[config.mk]
export PLATFORM = sky130hd
export DESIGN_NAME = led_frame_sched
export DESIGN_NICKNAME = d
export VERILOG_FILES = /design/src/rtl/led_pkg.sv /design/src/rtl/led_pix_serializer.sv /design/src/rtl/led_frame_sched.sv
export SDC_FILE = /design/constraint.sdc
export NUM_CORES = 1
export LEC_CHECK = 0
export CORE_ASPECT_RATIO = 1.2
export CORE_UTILIZATION = 58
export CTS_CLUSTER_DIAMETER = 30
export DETAILED_ROUTE_END_ITERATION = 16
export PLACE_DENSITY = 0.84
export SLEW_MARGIN = 20
export SYNTH_ARGS = -nofsm -noshare
export SYNTH_HDL_FRONTEND = slang
export SYNTH_SLANG_ARGS = --single-unit
[constraint.sdc]
create_clock -name i_clk -period 5.2 [get_ports i_clk]
set_clock_uncertainty 0.15 [all_clocks]
set_input_delay 1.04 -clock i_clk [delete_from_list [all_inputs] [get_ports i_clk]]
set_output_delay 1.04 -clock i_clk [all_outputs]
set_load 0.1 [all_outputs]
[src/rtl/led_pkg.sv]
// Shared types and widths for the LED frame scheduler.
package led_pkg;
  localparam int PIX_W     = 24;
  localparam int BIT_CNT_W = 5;

  typedef enum logic [2:0] {
    IDLE,
    FETCH,
    WAIT_DATA,
    SHIFT,
    GAP
  } state_t;
endpackage

[src/rtl/led_pix_serializer.sv]
// 24-bit GRB load/shift register with its transfer counter; MSB leaves first.
module led_pix_serializer
  import led_pkg::*;
(
  input  logic                 clk,
  input  logic                 rst,
  input  logic                 load,
  input  logic [PIX_W-1:0]     din,
  input  logic                 shift,
  output logic                 msb,
  output logic [BIT_CNT_W-1:0] cnt
);
  logic [PIX_W-1:0] sr;

  always_ff @(posedge clk) begin
    if (rst) begin
      sr  <= '0;
      cnt <= '0;
    end else if (load) begin
      sr  <= din;
      cnt <= '0;
    end else if (shift) begin
      sr  <= {sr[PIX_W-2:0], 1'b0};
      cnt <= cnt + 1'b1;
    end
  end

  assign msb = sr[PIX_W-1];
endmodule

[src/rtl/led_frame_sched.sv]
// Frame scheduler: fetches NUM_LEDS pixels, serialises each one under
// encoder backpressure, then holds a latch gap before pulsing frame_done.
module led_frame_sched
  import led_pkg::*;
#(
  parameter  int NUM_LEDS   = 8,
  parameter  int GAP_CYCLES = 4000,
  localparam int AW         = (NUM_LEDS > 1) ? $clog2(NUM_LEDS) : 1
) (
  input  logic             i_clk,
  input  logic             i_rst,
  input  logic             i_start,
  output logic             o_busy,
  output logic [AW-1:0]    o_pix_addr,
  output logic             o_pix_rd,
  input  logic [PIX_W-1:0] i_pix_data,
  output logic             o_bit_valid,
  output logic             o_bit,
  input  logic             i_bit_ready,
  output logic             o_frame_done
);
  state_t               state;
  logic [15:0]          gap_cnt;
  logic [BIT_CNT_W-1:0] bit_cnt;
  logic                 msb;
  logic                 xfer;
  logic                 last_bit;

  assign xfer     = o_bit_valid & i_bit_ready;
  assign last_bit = xfer && (bit_cnt == BIT_CNT_W'(PIX_W-1));
  assign o_bit    = o_bit_valid & msb;

  // read data lands the cycle after o_pix_rd, i.e. while in WAIT_DATA
  led_pix_serializer u_ser (
    .clk   (i_clk),
    .rst   (i_rst),
    .load  (state == WAIT_DATA),
    .din   (i_pix_data),
    .shift (xfer),
    .msb   (msb),
    .cnt   (bit_cnt)
  );

  always_ff @(posedge i_clk) begin
    if (i_rst) begin
      state        <= IDLE;
      o_busy       <= 1'b0;
      o_pix_rd     <= 1'b0;
      o_bit_valid  <= 1'b0;
      o_frame_done <= 1'b0;
      o_pix_addr   <= '0;
      gap_cnt      <= '0;
    end else begin
      case (state)
        IDLE: if (i_start) begin
          o_pix_addr <= '0;
          o_busy     <= 1'b1;
          o_pix_rd   <= 1'b1;
          state      <= FETCH;
        end
        FETCH: begin
          o_pix_rd <= 1'b0;
          state    <= WAIT_DATA;
        end
        WAIT_DATA: begin
          o_bit_valid <= 1'b1;
          state       <= SHIFT;
        end
        SHIFT: if (last_bit) begin
          o_bit_valid <= 1'b0;
          if (o_pix_addr < AW'(NUM_LEDS-1)) begin
            o_pix_addr <= o_pix_addr + 1'b1;
            o_pix_rd   <= 1'b1;
            state      <= FETCH;
          end else begin
            // counts down to 0; done is raised for the cycle spent at 0
            gap_cnt      <= 16'(GAP_CYCLES-1);
            o_frame_done <= (GAP_CYCLES == 1);
            state        <= GAP;
          end
        end
        GAP: if (gap_cnt == 16'd0) begin
          o_frame_done <= 1'b0;
          o_busy       <= 1'b0;
          state        <= IDLE;
        end else begin
          gap_cnt      <= gap_cnt - 16'd1;
          o_frame_done <= (gap_cnt == 16'd1);
        end
        default: state <= IDLE;
      endcase
    end
  end
endmodule

Yosys cells after proc, flatten, opt, wreduce, memory -nomap -nowiden
Cells that the tools add are included.
- flip-flop bits (word level): 55
- input port bits: 28
- output and inout bits: 8
- logic and storage cells: 71
- add/subtract/negate cells: 3
- order comparisons: 1
- equality and inequality tests: 12
- multiplexer cells: 27
- bitwise gates (word level): 2
- reduce and logical (&&, ||, !) cells: 17
- operators by type and width (kind ; number):
    $mux W16 ; 3
    $mux W24 ; 2
    $pmux W16 S2 ; 1
    $mux W3 ; 7
    $eq A16 B1 Y1 const B ; 1
    $logic_not A16 Y1 ; 1
    $sub A16 B1 Y16 const B ; 1
    $pmux W3 S5 ; 1
    $ne A2 B2 Y1 const B ; 6
    $reduce_and A4 Y1 ; 3
    $reduce_bool A2 Y1 ; 5
    $reduce_and A3 Y1 ; 3
    $mux W1 ; 8
    $eq A3 B2 Y1 const B ; 2
    $pmux W1 S2 ; 3
    $pmux W3 S2 ; 1
    $add A5 B1 Y5 const B ; 1
    $eq A5 B5 Y1 const B ; 1
    $add A3 B1 Y3 const B ; 1
    $eq A3 B1 Y1 const B ; 1
    $eq A3 B3 Y1 const B ; 1
    $logic_not A3 Y1 ; 1
    $lt A3 B3 Y1 const B ; 1
    $pmux W1 S3 ; 1
    other kinds (5) ; 6

Depth between registers and ports, before layout
Gate-level depths: netlist of the first run.
- depth in word-level cells: 4
- mapped depth: 7
- depth with buffers taken out: 7

By module
A second synthesis of the first run with hierarchy kept.
- cells, all modules: 297
- area, all modules: 2698.8 um^2
- by module, submodules not included (module ; instances ; cells an instance ; area each (um^2) ; seq. area each (um^2)):
    led_frame_sched ; 1 ; 166 ; 1360.1 ; 520.5
    led_pix_serializer ; 1 ; 131 ; 1338.8 ; 580.6

Worst setup path after synthesis of the first run
No wires, ideal clock.
- kind: register -> output
- start point: reg o_bit_valid
- end point: out o_bit
- arrival: 1835 ps
- data required time: 4010 ps
- setup slack: 2175 ps
- cell stages (with the launch flop): 2
- path buffers: 0
- cells stage by stage: dfxtp_1 > and2_1
- cells in the longest elaborated chain, start to end: 1
- ends and longest elaborated chain (what ; line ; RTL):
    start, declared ; led_frame_sched.sv:17 ; output logic o_bit_valid,
    start signal, assigned ; led_frame_sched.sv:49 ; o_bit_valid <= 1'b0;
    start signal, assigned ; led_frame_sched.sv:66 ; o_bit_valid <= 1'b1;
    start signal, assigned ; led_frame_sched.sv:70 ; o_bit_valid <= 1'b0;
    $and A1 B1 Y1 ; led_frame_sched.sv:31 ; assign o_bit = o_bit_valid & msb;
    end, declared ; led_frame_sched.sv:18 ; output logic o_bit,
No other way between the ends.

Worst setup path after layout of the first run
- start point: in i_bit_ready
- end point: reg gap_cnt[15]
- cells in the longest elaborated chain, start to end: 4
- ends and longest elaborated chain (what ; line ; RTL):
    start, declared ; led_frame_sched.sv:19 ; input logic i_bit_ready,
    $and A1 B1 Y1 ; led_frame_sched.sv:29 ; assign xfer = o_bit_valid & i_bit_ready;
    $logic_and A1 B1 Y1 ; led_frame_sched.sv:30 ; assign last_bit = xfer && (bit_cnt == BIT_CNT_W'(PIX_W-1));
    $ne A2 B2 Y1 (no source line) ; -- ;
    $reduce_and A4 Y1 (no source line) ; -- ;
    end signal, assigned ; led_frame_sched.sv:77 ; gap_cnt <= 16'(GAP_CYCLES-1);
    end signal, assigned ; led_frame_sched.sv:87 ; gap_cnt <= gap_cnt - 16'd1;
    end, declared ; led_frame_sched.sv:23 ; logic [15:0] gap_cnt;
No other way between the ends.
A chain may end at the register's enable or synchronous reset.

==> results of run 1 <==
power by group through the flow:
stage	registers (W)	logic (W)	clock network (W)
floorplan	0.000482	0.0000636	0
global placement	0.000469	0.000112	0
detailed placement	0.000470	0.000114	0
CTS	0.000460	0.000114	0.000242
global route	0.000464	0.000124	0.000258
finish	0.000461	0.000114	0.000233
worst max-delay path, cell delays in order:
cell,delay [ns]
clkdlybuf4s50_1,0.47
nand2_1,0.51
or4_1,0.91
a22oi_2,0.32
nand4_1,0.16
mux2i_1,0.16
how the worst max path moves through the flow:
stage / cells after the start / to / from
after global placement: 6 / gap_cnt[15] / i_bit_ready
after CTS: 6 / gap_cnt[15] / i_bit_ready
after global routing: 6 / gap_cnt[6] / i_bit_ready
final: 6 / gap_cnt[15] / i_bit_ready
after floorplan: 1 / o_bit / o_bit_valid
after detailed placement: 6 / gap_cnt[15] / i_bit_ready
metrics by stage:
step	hold WS (ns)	std cells	util [%]
floorplan	0.2981	317	-
global placement	0.3105	388	69.00
detailed placement	0.3175	388	69.00
CTS	0.3350	395	71.04
global route	0.3517	395	71.04
finish	0.3313	395	71.04
metal layers:
layer	vias to the layer above	track usage, %	wire, um
met5	-	0	0
met4	0	9.596	68
met3	5	5.240	133
met2	36	44.56	2862
met1	1115	27.91	2526
li1	1186	-	-
cell type report:
type / instances / area share, %
Clock buffer: 6 / 2.707
Clock inverter: 1 / 0.1641
Inverter: 5 / 0.6153
Multi-Input combinational cell: 235 / 46.31
Sequential cell: 55 / 36.10
Tap cell: 56 / 2.297
Timing Repair Buffer: 37 / 11.81
state kept, by name (all words and copies together) (netlist names):
name,count
o_bit_valid,1
o_busy,1
u_ser.cnt,5
gap_cnt,16
o_pix_addr,3
o_pix_rd,1
state,3
o_frame_done,1
u_ser.sr,24
kinds of logic (layout without fill, tap and decap cells):
group | Yosys count | in the layout
AO/OA/AOI/OAI | 64 | 64
XOR/XNOR | 13 | 13
adder cells (fa/ha/maj) | 4 | 4
buffers and inverters | 27 | 49
flip-flops | 55 | 55
multiplexers | 5 | 5
AND/OR/NAND/NOR | 149 | 149
layout by cell type (no fill, tap or decap), types with 2 or more instances in the layout:
cell type	count
nand2_1	58
dfxtp_1	55
nor2_1	38
clkdlybuf4s50_1	34
a311oi_1	24
a21oi_1	17
nor3_1	8
or4_1	7
a211oi_1	7
xnor2_1	7
or3_1	6
xor2_1	6
clkbuf_8	6
inv_1	5
nor4_1	5
nand3_1	4
nand4_1	4
mux2i_1	4
o21ai_0	4
ha_1	4
and2_1	3
nand3b_1	3
nand4b_1	2
o211ai_1	2
o41ai_1	2
nor2b_1	2
buf_4	2
==> impl_metrics.py, run 1 <==
metrics = {
    "outcome": {
        "status": "finished clean",
    },
    "critical_path": {
        "cp_data_required_time_ns": 5.25,
        "reg2reg_slack_ns": 2.46,
        "reg2reg_depth": 5,
        "crit_type": "in -> reg",
        "worstPathMaxFanout": 27,
        "r2r-end": "gap_cnt[15]",
        "reg2reg_from": "o_bit_valid",
        "cp_data_arrival_time_ns": 3.59,
        "cp-end-kind": "flip-flop",
        "critPathLaunchType": "primary input",
    },
    "power": {
        "power_switching_w": 0.0002119,
        "power.leakage_nw": 1.045,
        "power_w": 0.0008077,
        "pwr-share-comb_pct": 14.1,
        "p_clk_share_pct": 28.8,
        "p_int_w": 0.0005958,
        "p_seq_share_pct": 57.0,
        "ir_worst_vdd_uv": 221.3,
        "netSwitchingFraction_pct": 26.24,
        "p_per_area_nw_per_um2": 264.8,
    },
    "finish": {
        "multi_input_area_um2": 1413,
        "fillers": 385,
        "drive_above_1_share_pct": 5.605,
        "diodes": 0,
        "nets": 371,
        "area_delta_synth_final_pct": 16.32,
        "stdcell_area_um2": 3050,
        "regArea_um2": 1101,
    },
    "timing": {
        "worst_pin_slew_ns": 1.075,
        "period_needed_ns": 3.538,
        "setup_tns_ns": 0,
        "final_hold_viol_count": 0,
        "fmax_ghz": 0.2826,
        "relSlewSlack_pct": 28.33,
        "setup_slack_ns": 1.662,
        "setup-violations-final": 0,
        "slew_violations": 0,
        "post-route-period-util_pct": 68.04,
        "rsz0062_at_grt": "false",
    },
    "synth": {
        "yosysTopAreaCellShare_pct": 41.98,
        "syn_nets": 349,
        "synth_compound_area_share_pct": 18.13,
        "synth_edf_count": 0,
        "yosys_most_used_dff": "dfxtp_1",
        "ys_types": 45,
        "async_reset_ff_share_pct": 0,
        "synth-simple-area-share_pct": 27.53,
        "synth_top_family_by_area": "simple AND/OR/NAND/NOR gates",
        "synth_mux_area_share_pct": 1.956,
        "synth.area.top_cells": "dfxtp_1 (42%), nand2_1 (8.3%), a311oi_1 (8.0%)",
        "synth_common_cells": "nand2_1 (58), dfxtp_1 (55), nor2_1 (38)",
        "syn_avg_cell_area_um2": 8.273,
        "synth_area_um2": 2623,
        "synthAdderAreaFrac_pct": 1.908,
        "ys_seq_area_share_pct": 41.98,
        "syn_inst": 317,
        "synth_seq_cells": 55,
        "synth_xor_area_share_pct": 4.342,
        "synth.most_common_cell": "nand2_1",
        "yosys.area.top_type": "dfxtp_1",
        "yosys_warnings": 0,
    },
    "detailed_routing": {
        "final_antenna_net_count": 0,
        "drt_iter0_markers": 173,
        "viasPerCell": 5.929,
        "drc": 0,
        "wire_per_inst_um": 14.16,
        "vias": 2342,
        "wl_um": 5592,
        "dr.pass1.iters": 4,
    },
    "clock_tree": {
        "clockBufferDepth": 2,
        "insertion_delay_ns": 0.30,
        "clk_pin_slew_ns": 0.09,
        "cts_buffers": 5,
        "cts_root_buf": "clkbuf_8",
        "tritoncts": "built",
        "cts_hold_buffers": 0,
        "ctsHtreeMaxLevel": 2,
        "ctsResizeCount": 0,
        "cts_setup_buffers": 0,
        "clkSinkCount": 55,
    },
    "run": {
        "maxCapViolations": 0,
    },
    "global_route": {
        "grt_pass1_wl_um": 9266,
        "first_global_vias": 2185,
        "grt_max_degree": 56,
        "grt_use_total_pct": 24.34,
        "grt_overflow_total": 0,
        "antenna_found_initial": 0,
    },
    "floorplan": {
        "initial_core_util_pct": 61.07,
        "dieWidth_um": 63.39,
        "rows": 26,
        "core_area_um2": 4294,
        "die_h_um": 75.66,
        "ioPinCount": 36,
        "dieArea_um2": 4796,
    },
    "placed_design": {
        "place_ws_ns": 1.326,
        "numPortBuffers": 35,
        "placed_area_um2": 2963,
        "dp_hpwl_um": 3790,
        "routabilityCongestion": 0.8222,
    },
    "worst_hold_path": {
        "hold_path_class": "reg -> reg",
        "hold_path_depth": 2,
        "holdPathEnd": "u_ser.sr[12]",
        "hp-start": "u_ser.sr[11]",
    },
}
No activity file was read; power rests on OpenSTA's default activity.
==> inputs of run 2 (changes only) <==
--- a/config.mk
+++ b/config.mk
@@ -6,10 +6,10 @@
 export NUM_CORES = 1
 export LEC_CHECK = 0
 export CORE_ASPECT_RATIO = 1.2
-export CORE_UTILIZATION = 58
+export CORE_UTILIZATION = 54
 export CTS_CLUSTER_DIAMETER = 30
 export DETAILED_ROUTE_END_ITERATION = 16
-export PLACE_DENSITY = 0.84
+export PLACE_DENSITY = 0.79
 export SLEW_MARGIN = 20
 export SYNTH_ARGS = -nofsm -noshare
 export SYNTH_HDL_FRONTEND = slang
==> constraint.sdc (replaced) <==
create_clock -name i_clk -period 3.3 [get_ports i_clk]
set_clock_uncertainty 0.15 [all_clocks]
set_input_delay 0.66 -clock i_clk [delete_from_list [all_inputs] [get_ports i_clk]]
set_output_delay 0.66 -clock i_clk [all_outputs]
set_load 0.1 [all_outputs]
==> impl_metrics.py, run 2 (synthesis results as in run 1) <==
metrics = {
    "timing": {
        "setup-violations-final": 0,
        "fmax_ghz": 0.3921,
        "rsz0062_at_grt": "false",
        "holdWs_ns": 0.3225,
        "relSlewSlack_pct": 45.39,
        "slew_violations": 0,
        "final_hold_viol_count": 0,
        "post-route-period-util_pct": 77.28,
        "period_needed_ns": 2.550,
        "setup_tns_ns": 0,
        "worst_pin_slew_ns": 0.8174,
    },
    "detailed_routing": {
        "dr.pass1.iters": 4,
        "drt_iter0_markers": 163,
        "drc": 0,
        "wire_per_inst_um": 13.70,
        "viasPerCell": 5.838,
        "wl_um": 5508,
        "final_antenna_net_count": 0,
        "vias": 2347,
    },
    "floorplan": {
        "core_area_um2": 4628,
        "initial_core_util_pct": 56.66,
        "rows": 27,
        "dieWidth_um": 65.62,
        "ioPinCount": 36,
        "die_h_um": 78.34,
        "dieArea_um2": 5140,
    },
    "placed_design": {
        "placedCellCount": 394,
        "placed_area_um2": 2975,
        "dp_hpwl_um": 3759,
        "numPortBuffers": 35,
        "routabilityCongestion": 0.8704,
    },
    "global_route": {
        "grt_overflow_total": 0,
        "antenna_found_initial": 0,
        "grt_max_degree": 49,
        "first_global_vias": 2238,
        "grt_pass1_wl_um": 9570,
        "grt_use_total_pct": 23.56,
    },
    "critical_path": {
        "crit_type": "reg -> reg",
        "reg2reg_depth": 6,
        "r2r-end": "gap_cnt[6]",
        "cp_data_required_time_ns": 3.41,
        "cp_data_arrival_time_ns": 2.66,
        "worstPathMaxFanout": 7,
        "reg2reg_slack_ns": 0.75,
        "cp-end-kind": "flip-flop",
        "critPathLaunchType": "flip-flop",
        "reg2reg_from": "gap_cnt[0]",
    },
    "clock_tree": {
        "insertion_delay_ns": 0.31,
        "cts_hold_buffers": 0,
        "clk_pin_slew_ns": 0.10,
        "cts_buffers": 5,
        "cts_root_buf": "clkbuf_8",
        "ctsResizeCount": 0,
        "clockBufferDepth": 2,
        "ctsHtreeMaxLevel": 2,
        "cts_setup_buffers": 0,
        "clkSinkCount": 55,
        "tritoncts": "built",
    },
    "worst_hold_path": {
        "hp-start": "u_ser.sr[0]",
        "hold_path_depth": 2,
        "holdPathEnd": "u_ser.sr[0]",
        "hold_path_class": "reg -> reg",
    },
    "finish": {
        "nets": 375,
        "stdcell_count": 402,
        "fillers": 396,
        "layout_commonest_cell": "nand2_1",
        "diodes": 0,
        "drive_above_1_share_pct": 9.012,
        "stdcell_area_um2": 3075,
        "utilization_pct": 66.45,
        "top_regs": "u_ser.sr x24, gap_cnt x16, u_ser.cnt x5",
        "largest_reg_flops": 24,
        "final_cell_mix": "nand2_1 (58), dfxtp_1 (55), nor2_1 (38), clkdlybuf4s50_1 (26), a311oi_1 (24)",
        "regMostFlops": "u_ser.sr",
        "area_delta_synth_final_pct": 17.27,
    },
    "power": {
        "power.leakage_nw": 1.083,
        "ir_worst_vdd_uv": 257.9,
        "p_per_area_nw_per_um2": 426.8,
    },
    "outcome": {
        "status": "finished clean",
    },
    "run": {
        "maxCapViolations": 0,
    },
}
==> run 2: metrics by stage <==
step                       power, W  setup WS [ns]
after CTS                  0.001323         0.7665
after floorplan           0.0008600         0.4552
after global routing       0.001368         0.5203
after global placement    0.0009182         0.5178
final                      0.001313         0.7496
after detailed placement  0.0009210         0.4601
==> run 2: how the worst max path moves through the flow <==
stage                           start            end  slack (ns)  cells after the start
final                      gap_cnt[0]     gap_cnt[6]        0.75                      6
after global routing       gap_cnt[0]     gap_cnt[6]        0.52                      6
after CTS                  gap_cnt[0]     gap_cnt[6]        0.77                      6
after detailed placement  i_bit_ready  o_pix_addr[0]        0.46                      6
after global placement    i_bit_ready  o_pix_addr[0]        0.52                      6
after floorplan           o_bit_valid  o_pix_addr[0]        0.46                      5
==> run 2: per-layer routing <==
metal  GRT usage [%]  part of all wire [%]  vias to the layer above
met4           8.696                   1.1                        0
met3           4.651                   3.0                        5
met1           28.83                    47                     1109
li1                -                     -                     1191
met5               0                     0                        -
met2           40.21                    49                       42
==> run 2: cell type report <==
type,instances,area [um2],share of cell area [%]
Sequential cell,55,1101,35.80
Inverter,5,18.77,0.6103
Clock buffer,8,100.1,3.255
Timing Repair Buffer,41,370.4,12.04
Multi-Input combinational cell,235,1413,45.93
Tap cell,58,72.57,2.360
==> run 2: power breakdown <==
part	leakage [nW]	internal, W	total (W)	switching (W)
combinational	0.584	0.0000728	0.000181	0.000108
sequential	0.448	0.000701	0.000725	0.0000243
clock	0.0515	0.000192	0.000406	0.000214
==> run 2: worst max-delay path, cell delays in order, from the launching register on <==
cell,delay (ns)
dfxtp_1,0.37
inv_1,0.07
ha_1,0.28
nor3b_1,0.71
o21ai_0,0.32
or4_1,0.53
nand2_1,0.08
